**config.mk**
```make
export PLATFORM = sky130hd
export DESIGN_NAME = instruction_fetch_stage_flat
export DESIGN_NICKNAME = d
export VERILOG_FILES = /design/src/rtl/instruction_fetch_stage_pkg.sv /design/src/rtl/instruction_fetch_stage_if.sv /design/src/rtl/instruction_fetch_stage.sv /design/src/flat_wrapper.sv
export SDC_FILE = /design/constraint.sdc
export NUM_CORES = 1
export LEC_CHECK = 0
export BUFFER_PORTS_ARGS = -buffer_cell sky130_fd_sc_hd__buf_4
export CAP_MARGIN = 20
export CORE_AREA = 2 2 108 151
export CTS_CLUSTER_DIAMETER = 120
export CTS_CLUSTER_SIZE = 30
export DETAILED_ROUTE_END_ITERATION = 7
export DIE_AREA = 0 0 110 153
export PLACE_DENSITY = 0.76
export SLEW_MARGIN = 40
export SYNTH_ARGS = -nofsm -noshare
export SYNTH_HDL_FRONTEND = slang
export SYNTH_SLANG_ARGS = --single-unit
```
**constraint.sdc**
```tcl
create_clock -name Clk -period 2.11 [get_ports Clk]
set_input_delay 0.211 -clock Clk [delete_from_list [all_inputs] [get_ports Clk]]
set_output_delay 0.211 -clock Clk [all_outputs]
set_load 0.01 [all_outputs]
```
**src/rtl/instruction_fetch_stage_pkg.sv**
```systemverilog
// Shared definitions for the instruction fetch stage: state encoding,
// default reset PC, sequential increment and address alignment.
package instruction_fetch_stage_pkg;

  typedef enum logic [1:0] {
    IDLE    = 2'd0,
    FETCH   = 2'd1,
    DISCARD = 2'd2
  } fetch_state_t;

  localparam logic [31:0] DEFAULT_RESET_PC = 32'h0000_0000;
  localparam logic [31:0] PC_INCR_DEFAULT  = 32'd4;

  function automatic logic [31:0] word_align(input logic [31:0] a);
    return a & 32'hFFFF_FFFC;
  endfunction

endpackage

```
**src/rtl/instruction_fetch_stage_if.sv**
```systemverilog
// Instruction-memory handshake plus IF/ID-facing signals of the fetch stage.
// master = fetch stage view, slave = memory / pipeline view.
interface instruction_fetch_stage_if;
  logic        IMemReq;
  logic [31:0] IMemAddr;
  logic        IMemReady;
  logic [31:0] IMemData;
  logic        Consume;
  logic        Redirect;
  logic [31:0] RedirectTarget;
  logic        FetchValid;
  logic [31:0] InstructionOut;
  logic [31:0] PCOut;
  logic [31:0] PCAddedOut;

  modport master (
    output IMemReq, IMemAddr, FetchValid, InstructionOut, PCOut, PCAddedOut,
    input  IMemReady, IMemData, Consume, Redirect, RedirectTarget
  );

  modport slave (
    input  IMemReq, IMemAddr, FetchValid, InstructionOut, PCOut, PCAddedOut,
    output IMemReady, IMemData, Consume, Redirect, RedirectTarget
  );
endinterface

```
**src/rtl/instruction_fetch_stage.sv**
```systemverilog
// Fetch stage: owns the PC, issues instruction-memory requests and buffers
// one instruction (with PC and PC+4) until IF/ID consumes it.
//
// state   | meaning
// IDLE    | one cycle after reset release, no request
// FETCH   | normal fetching and buffering
// DISCARD | redirected while a request was outstanding; finish it, drop data
module instruction_fetch_stage
  import instruction_fetch_stage_pkg::*;
#(
  parameter logic [31:0] RESET_PC = DEFAULT_RESET_PC,
  parameter logic [31:0] PC_INCR  = PC_INCR_DEFAULT
) (
  input  logic                       Clk,
  input  logic                       Reset,
  instruction_fetch_stage_if.master  bus
);

  fetch_state_t state, state_nxt;
  logic [31:0]  pc, held_addr;
  logic         req_active;
  logic         fetch_valid;
  logic [31:0]  instr_q, pc_q, pc_added_q;

  logic         req;
  logic [31:0]  addr;
  logic         capture;
  logic         outstanding;

  always_comb begin
    state_nxt = state;
    req       = 1'b0;
    addr      = pc;
    case (state)
      IDLE: state_nxt = FETCH;
      FETCH: begin
        req = req_active || !fetch_valid || bus.Consume;
        if (bus.Redirect && req && !bus.IMemReady) state_nxt = DISCARD;
      end
      DISCARD: begin
        // address must stay stable until the abandoned request is accepted
        req  = 1'b1;
        addr = held_addr;
        if (bus.IMemReady) state_nxt = FETCH;
      end
      default: state_nxt = IDLE;
    endcase
  end

  assign capture     = (state == FETCH) && req && bus.IMemReady && !bus.Redirect;
  assign outstanding = (state == FETCH) && req && !bus.IMemReady;

  always_ff @(posedge Clk or negedge Reset) begin
    if (!Reset) begin
      state       <= IDLE;
      pc          <= RESET_PC;
      held_addr   <= 32'h0;
      req_active  <= 1'b0;
      fetch_valid <= 1'b0;
      instr_q     <= 32'h0;
      pc_q        <= 32'h0;
      pc_added_q  <= 32'h0;
    end else begin
      state      <= state_nxt;
      req_active <= req && !bus.IMemReady;
      if (bus.Redirect && state != IDLE) begin
        fetch_valid <= 1'b0;
        pc          <= word_align(bus.RedirectTarget);
        if (outstanding) held_addr <= pc;
      end else if (capture) begin
        instr_q     <= bus.IMemData;
        pc_q        <= pc;
        pc_added_q  <= pc + PC_INCR;
        fetch_valid <= 1'b1;
        pc          <= pc + PC_INCR;
      end else if (bus.Consume) begin
        fetch_valid <= 1'b0;
      end
    end
  end

  assign bus.IMemReq        = req;
  assign bus.IMemAddr       = addr;
  assign bus.FetchValid     = fetch_valid;
  assign bus.InstructionOut = instr_q;
  assign bus.PCOut          = pc_q;
  assign bus.PCAddedOut     = pc_added_q;

endmodule

```
**src/flat_wrapper.sv**
```systemverilog
// flat-port wrapper written by rule: the top's interface ports become plain ports
module instruction_fetch_stage_flat import instruction_fetch_stage_pkg::*;
#(
  parameter logic [31:0] RESET_PC = DEFAULT_RESET_PC,
  parameter logic [31:0] PC_INCR  = PC_INCR_DEFAULT
)
  (Clk, Reset, bus_IMemReq, bus_IMemAddr, bus_FetchValid, bus_InstructionOut, bus_PCOut, bus_PCAddedOut, bus_IMemReady, bus_IMemData, bus_Consume, bus_Redirect, bus_RedirectTarget);
  instruction_fetch_stage_if bus_i ();
  input  logic Clk;
  input  logic Reset;
  output wire logic [$bits(bus_i.IMemReq)-1:0] bus_IMemReq;
  output wire logic [$bits(bus_i.IMemAddr)-1:0] bus_IMemAddr;
  output wire logic [$bits(bus_i.FetchValid)-1:0] bus_FetchValid;
  output wire logic [$bits(bus_i.InstructionOut)-1:0] bus_InstructionOut;
  output wire logic [$bits(bus_i.PCOut)-1:0] bus_PCOut;
  output wire logic [$bits(bus_i.PCAddedOut)-1:0] bus_PCAddedOut;
  input wire logic [$bits(bus_i.IMemReady)-1:0] bus_IMemReady;
  input wire logic [$bits(bus_i.IMemData)-1:0] bus_IMemData;
  input wire logic [$bits(bus_i.Consume)-1:0] bus_Consume;
  input wire logic [$bits(bus_i.Redirect)-1:0] bus_Redirect;
  input wire logic [$bits(bus_i.RedirectTarget)-1:0] bus_RedirectTarget;
  assign bus_IMemReq = bus_i.IMemReq;
  assign bus_IMemAddr = bus_i.IMemAddr;
  assign bus_FetchValid = bus_i.FetchValid;
  assign bus_InstructionOut = bus_i.InstructionOut;
  assign bus_PCOut = bus_i.PCOut;
  assign bus_PCAddedOut = bus_i.PCAddedOut;
  assign bus_i.IMemReady = bus_IMemReady;
  assign bus_i.IMemData = bus_IMemData;
  assign bus_i.Consume = bus_Consume;
  assign bus_i.Redirect = bus_Redirect;
  assign bus_i.RedirectTarget = bus_RedirectTarget;
  instruction_fetch_stage #(.RESET_PC(RESET_PC), .PC_INCR(PC_INCR)) u_core (.Clk(Clk), .Reset(Reset), .bus(bus_i));
endmodule
```
==> results of run 1 <==
==> worst register-to-register path: cells and delay by family, from the launching register on <==
family	cells	cell delay, ns
and+or+nand+nor	3	0.80
adders and majority gates	1	0.18
AOI/OAI and AO/OA	2	0.30
DFF	1	0.44
buffers and inverters	2	0.30
==> power groups by stage <==
stage	combinational (mW)	sequential, mW	clock, mW
finish	7.31	5.40	3.32
global route	7.98	5.60	3.49
CTS	7.06	5.37	3.37
detailed placement	6.82	5.40	0
global placement	6.68	5.35	0
floorplan	3.37	5.49	0
==> synth_stat cells, drive strengths merged <==
master | instances | share of area [%]
and3 | 4 | 0.35
ha | 4 | 0.70
o21ai | 47 | 3.3
o211ai | 1 | 0.11
a311oi | 8 | 0.98
nand4 | 6 | 0.53
or4b | 1 | 0.19
dfrtp | 156 | 55
nand2 | 237 | 12
xor2 | 8 | 0.98
o32ai | 1 | 0.12
a21oi | 28 | 2.0
clkbuf | 26 | 1.4
a21o | 2 | 0.21
xnor2 | 20 | 2.5
nand3b | 1 | 0.11
nand3 | 12 | 0.84
mux2 | 53 | 8.4
and4b | 1 | 0.14
buf | 37 | 2.9
o21a | 2 | 0.21
conb | 1 | 0.053
o31ai | 1 | 0.11
nand2b | 1 | 0.088
a31oi | 2 | 0.18
nor4 | 5 | 0.61
o32a | 1 | 0.14
o221a | 1 | 0.16
a221o | 1 | 0.14
nor2b | 3 | 0.26
and2 | 2 | 0.18
nor2 | 23 | 1.2
nor3 | 7 | 0.56
o22ai | 17 | 1.5
or3 | 1 | 0.088
and4 | 7 | 0.86
inv | 11 | 0.58
o22a | 1 | 0.12
==> routing by layer <==
metal	part of all wire, %	GRT usage (%)
met4	2.7	9.52
met1	39	29.7
met5	0	0
met2	54	43.8
met3	5.0	5.29
==> state kept, by name, summed over array words and instances, names as in the netlist <==
| signal | flops |
|---|---|
| u_core.held_addr | 30 |
| u_core.bus.PCOut | 30 |
| u_core.req_active | 1 |
| u_core.bus.InstructionOut | 32 |
| u_core.state | 2 |
| u_core.pc | 30 |
| u_core.bus.PCAddedOut | 30 |
| u_core.bus.FetchValid | 1 |
==> cells by family (layout without fill, tap and decap cells) <==
family	after synthesis	in the layout
flops	156	156
compound gates	113	113
mux	53	53
buf+inv	74	326
xor+xnor	28	28
other cells	1	6
fa+ha+maj	4	4
simple gates	311	311
==> worst max path at each step <==
stage               slack, ns              endpoint  cells past startpoint
floorplan                0.03         u_core.pc[16]                      8
global placement        -0.31  u_core.held_addr[22]                      7
detailed placement      -0.07  u_core.held_addr[30]                      7
CTS                    -0.002          u_core.pc[5]                      8
global route            -0.05  u_core.bus.PCOut[30]                      8
finish                  -0.02          u_core.pc[5]                      8
==> area by class of cell <==
cell class	instances	share of cell area [%]
Inverter	11	0.400
Sequential cell	156	37.9
Clock buffer	20	4.43
Tap cell	196	2.38
Clock inverter	12	1.81
Timing Repair Buffer	283	24.1
Multi-Input combinational cell	515	29.0
==> what timing repair did <==
item,4_1_cts,5_1_grt
setup buffers,4,6
setup endpoints to repair,56,31
endpoints found under the hold margin,91,0
pin swaps,4,11
resized for setup,9,26
cloned,2,3
hold buffers,33,0
==> results.toml, run 1 <==
[logic_synthesis]
yosysSeqAreaShare_pct = 54.8
ys_types = 44
yosys.area_share.adder_pct = 0.703
syn_area_sq_um = 7120
yosysWarnings = 0
synth.ff_latch_count = 156
synthMuxAreaShare_pct = 8.38
synthSimpleGateAreaFrac_pct = 18.5
syn_inst = 740
synth_top_family_by_area = "simple AND/OR/NAND/NOR gates"
synth.avg_cell_area_sq_um = 9.62
synth_xor_area_share_pct = 3.44
synth-compound-area-share_pct = 9.24

[critical_path]
required_ns = 2.43
crit_arrival_ns = 2.45
cp_slowest_stage_delay_ns = 0.52
path_class = "flip-flop to flip-flop"
crit_slowest_cell = "or4b_4"
startpoint = "u_core.state[1]"
endpoint_kind = "flip-flop"
crit_fanout = 13
r2r-start = "u_core.state[1]"
startpoint_type = "flip-flop"
cp_cell_sequence = "ha_4 -> or4b_4 -> and2_4 -> buf_12 -> buf_16 -> nand2_4 -> a21oi_2 -> a311oi_1"
critPathBufInv = 2
reg2reg_depth = 8
r2r-end = "u_core.pc[5]"
r2r_setup_slack_ns = -0.02
critical_path.top_delay_family = "simple AND/OR/NAND/NOR gates"

[final_layout]
nets = 1057
seq_area_sq_um = 3910
final_util_pct = 66.7
multi_input_area_sq_um = 2990
final_cell_mix = "nand2_1 (235), buf_4 (229), dfrtp_1 (155), mux2_2 (50), o21ai_0 (43)"
fin_area_sq_um = 10300
final_common_cell = "nand2_1"
antenna_cells = 0
fillers = 1199
fin_cells = 1193
layout-drive-gt1-share_pct = 35.8
area_growth_pct = 44.8

[clocking]
cts_buffers = 17
clock_latency_ns = 0.42
clk_path_buf_depth = 2
clk_pin_slew_ns = 0.06
cts_root_buf = "clkbuf_16"
cts_sinks = 156
cts_max_level = 4
cts_tree = "built"

[power]
ir_worst_vdd_mv = 0.817
sw_frac_of_total_pct = 36.6
p_per_area_nw_per_um2 = 1550
p_clk_share_pct = 20.7
p_leak_nw = 4.97
p_comb_share_pct = 45.6
p_seq_share_pct = 33.7
total_power_mw = 16.0
p_int_mw = 10.2
switchingPower_mw = 5.87

[place]
dpl.cell_count = 1114
place_hpwl_microns = 13500
place_ws_ns = -0.0702
gp_congestion = 0.797
dpl_cell_area_sq_um = 8980
portBuffers = 190

[floorplanning]
die_w_microns = 110
num_rows = 54
die_h_microns = 153
ios = 199
fp.dieArea_sq_um = 16800
core-area_sq_um = 15500
initial_core_util_pct = 46.0

[timing]
setup_viol = 3
period_share_pct = 101
layout_min_cycle_time_ns = 2.13
worst-slew-pin-transition_ns = 0.619
hold_violations = 0
finalWorstSetupSlack_ns = -0.0183
clock_skew_ns = 0.00497
finalSetupTns_ns = -0.0281
finalHoldWorstSlack_ns = 0.0195
slew_viol_final = 0
max_freq_ghz = 0.470
rsz0062_at_grt = "yes"
max_slew_margin_pct = 58.7

[grt]
overflow = 0
grt_pass1_wl_microns = 32500
grt_usage_pct = 25.1
grt_start_max_net_pins = 65
grt_pass1_vias = 6342
antenna_found_initial = 0

[route]
drt_first_pass_iters = 6
wl_per_cell_microns = 17.7
routed_wl_microns = 21200
vias = 6244
drc = 0
postRouteAntennaNets = 0
viasPerCell = 5.23
drt-initial-drc-count = 404

[status]
violations = "negative setup slack"
status = "finished with violations"

[min_path]
hold_class = "primary input to flip-flop"
min_to = "u_core.pc[2]"
hold_depth = 2
min-delay-start = "bus_RedirectTarget[2]"

[flow_run]
maxCapViolations = 0
(Power assumes the default switching activity.)
==> run 2: changes to the inputs <==
- TNS_END_PERCENT: not set -> 5
==> run 2 against run 1 <==
Against the previous run: the flow still finishes with violations (negative setup slack); design area up 0.12%; sequential share of layout area down 0.058 points; clock power about the same; total power down 0.30%; highest routed layer unchanged.
==> results.toml, run 2 (synthesis gave the netlist of run 1 again) <==
[route]
drt-initial-drc-count = 387
wl_met3_microns = 1020
vias = 6263
postRouteAntennaNets = 0
drc = 0
viasPerCell = 5.24
routed_wl_microns = 21000
drt_first_pass_iters = 4
met2_length_microns = 11200
top_layer_used = "met4"
drt-met1-wl_microns = 8230
wl_per_cell_microns = 17.6

[grt]
grt_usage_pct = 24.8
grt_start_max_net_pins = 65
grt_pass1_vias = 6314
antenna_found_initial = 0
overflow = 0
grt_pass1_wl_microns = 32100

[power]
switchingPower_mw = 5.87
total_power_mw = 16.0
ir_worst_vdd_mv = 0.826
p_int_mw = 10.1
p_clk_share_pct = 20.8
sw_frac_of_total_pct = 36.8
p_seq_share_pct = 33.8
p_comb_share_pct = 45.4
p_leak_nw = 4.96
p_per_area_nw_per_um2 = 1550

[timing]
max_slew_margin_pct = 58.6
max_freq_ghz = 0.470
worst-slew-pin-transition_ns = 0.621
slew_viol_final = 0
setup_viol = 1
clock_skew_ns = 0.00543
finalWorstSetupSlack_ns = -0.0188
period_share_pct = 101
rsz0062_at_grt = "yes"
layout_min_cycle_time_ns = 2.13
finalSetupTns_ns = -0.0188
hold_violations = 0

[place]
gp_congestion = 0.797
portBuffers = 190
place_hpwl_microns = 13500

[final_layout]
multi_input_area_sq_um = 3020
final_cell_mix = "nand2_1 (234), buf_4 (230), dfrtp_1 (156), mux2_2 (53), o21ai_0 (42)"
fillers = 1196
area_growth_pct = 45.0
seq_area_sq_um = 3900
layout-drive-gt1-share_pct = 36.3
nets = 1059
final_common_cell = "nand2_1"
largest_reg_flops = 32
antenna_cells = 0
final_util_pct = 66.7

[clocking]
clk_pin_slew_ns = 0.06
clk_path_buf_depth = 2
cts_buffers = 17
clock_latency_ns = 0.42
cts_tree = "built"
cts_max_level = 4
cts_sinks = 156
cts_root_buf = "clkbuf_16"

[critical_path]
r2r_setup_slack_ns = -0.02
required_ns = 2.43
r2r-end = "u_core.pc[16]"
critPathBufInv = 2
worst-path-stages = 8
startpoint_type = "flip-flop"
endpoint_kind = "flip-flop"
path_class = "flip-flop to flip-flop"
crit_slowest_cell = "or4b_4"
reg2reg_depth = 8
crit_arrival_ns = 2.45
r2r-start = "u_core.state[1]"
cp_cell_sequence = "ha_4 -> or4b_4 -> buf_6 -> and2_4 -> buf_12 -> o31ai_4 -> a21oi_2 -> a311oi_1"
critical_path.top_delay_family = "simple AND/OR/NAND/NOR gates"
cp_slowest_stage_delay_ns = 0.50
crit_fanout = 6

[status]
status = "finished with violations"
violations = "negative setup slack"

[floorplanning]
die_w_microns = 110
core-area_sq_um = 15500
fp.dieArea_sq_um = 16800
initial_core_util_pct = 46.0
ios = 199
num_rows = 54
die_h_microns = 153

[min_path]
hold_depth = 2
min_to = "u_core.pc[2]"
min-delay-start = "bus_RedirectTarget[2]"
hold_class = "primary input to flip-flop"

[flow_run]
maxCapViolations = 0
==> run 2: cell types whose count changed in the layout (fill, tap and decap cells not counted), sizes merged <==
cell,before,now
bufbuf,1,0
clkbuf,23,26
and2,2,3
buf,246,245
==> run 2: how the worst max path moves through the flow <==
stage	startpoint	end
after floorplan	u_core.state[0]	u_core.pc[16]
after global placement	u_core.state[0]	u_core.held_addr[22]
after detailed placement	u_core.state[0]	u_core.held_addr[30]
after CTS	u_core.state[0]	bus_IMemAddr[31]
after global routing	u_core.state[1]	u_core.pc[16]
final	u_core.state[1]	u_core.pc[16]
==> run 2: through the flow <==
stage	hold WS, ns	std cells	setup WS (ns)	instance area, sq um
after floorplan	-0.0846	745	0.0285	7140
after CTS	0.0125	1183	-0.0569	10000
after global routing	0.0113	1195	-0.0561	10300
after detailed placement	0.263	1114	-0.0702	8980
final	0.0140	1195	-0.0188	10300
after global placement	0.253	1114	-0.310	8970
==> run 2: repair_timing <==
action,CTS,global route
pin swaps,4,11
gates resized for setup,6,28
endpoints found under the hold margin,91,0
cloned,0,7
buffers inserted,4,5
hold buffers,33,0
setup endpoints to repair,56,135
==> run 2: cell type report <==
cell class                 count  area share (%)
sequential                   156            37.8
tap                          196            2.37
clock inverter                12            1.81
multi-input combinational    516            29.3
inverter                      11           0.400
clock buffer                  20            4.42
timing repair buffer         284            23.9
==> run 2: power by group through the flow <==
stage          combinational [mW]  sequential [mW]  clock [mW]
3_5_place_dp                 6.82             5.40           0
4_1_cts                      6.96             5.36        3.37
2_1_floorplan                3.37             5.49           0
5_1_grt                      7.94             5.60        3.49
6_report                     7.25             5.40        3.33
3_3_place_gp                 6.68             5.35           0
==> run 2: per-layer routing <==
layer	up-vias	track usage, %
li1	2955	-
met1	3084	29.4
met2	186	42.9
met3	38	5.50
met4	0	9.46
met5	-	0
==> run 2: worst register-to-register path, cell delays in order, from the launching register on <==
cell and delay, ns:
dfrtp_1 0.43, ha_4 0.20, or4b_4 0.50, buf_6 0.15, and2_4 0.20, buf_12 0.15
o31ai_4 0.05, a21oi_2 0.08, a311oi_1 0.26
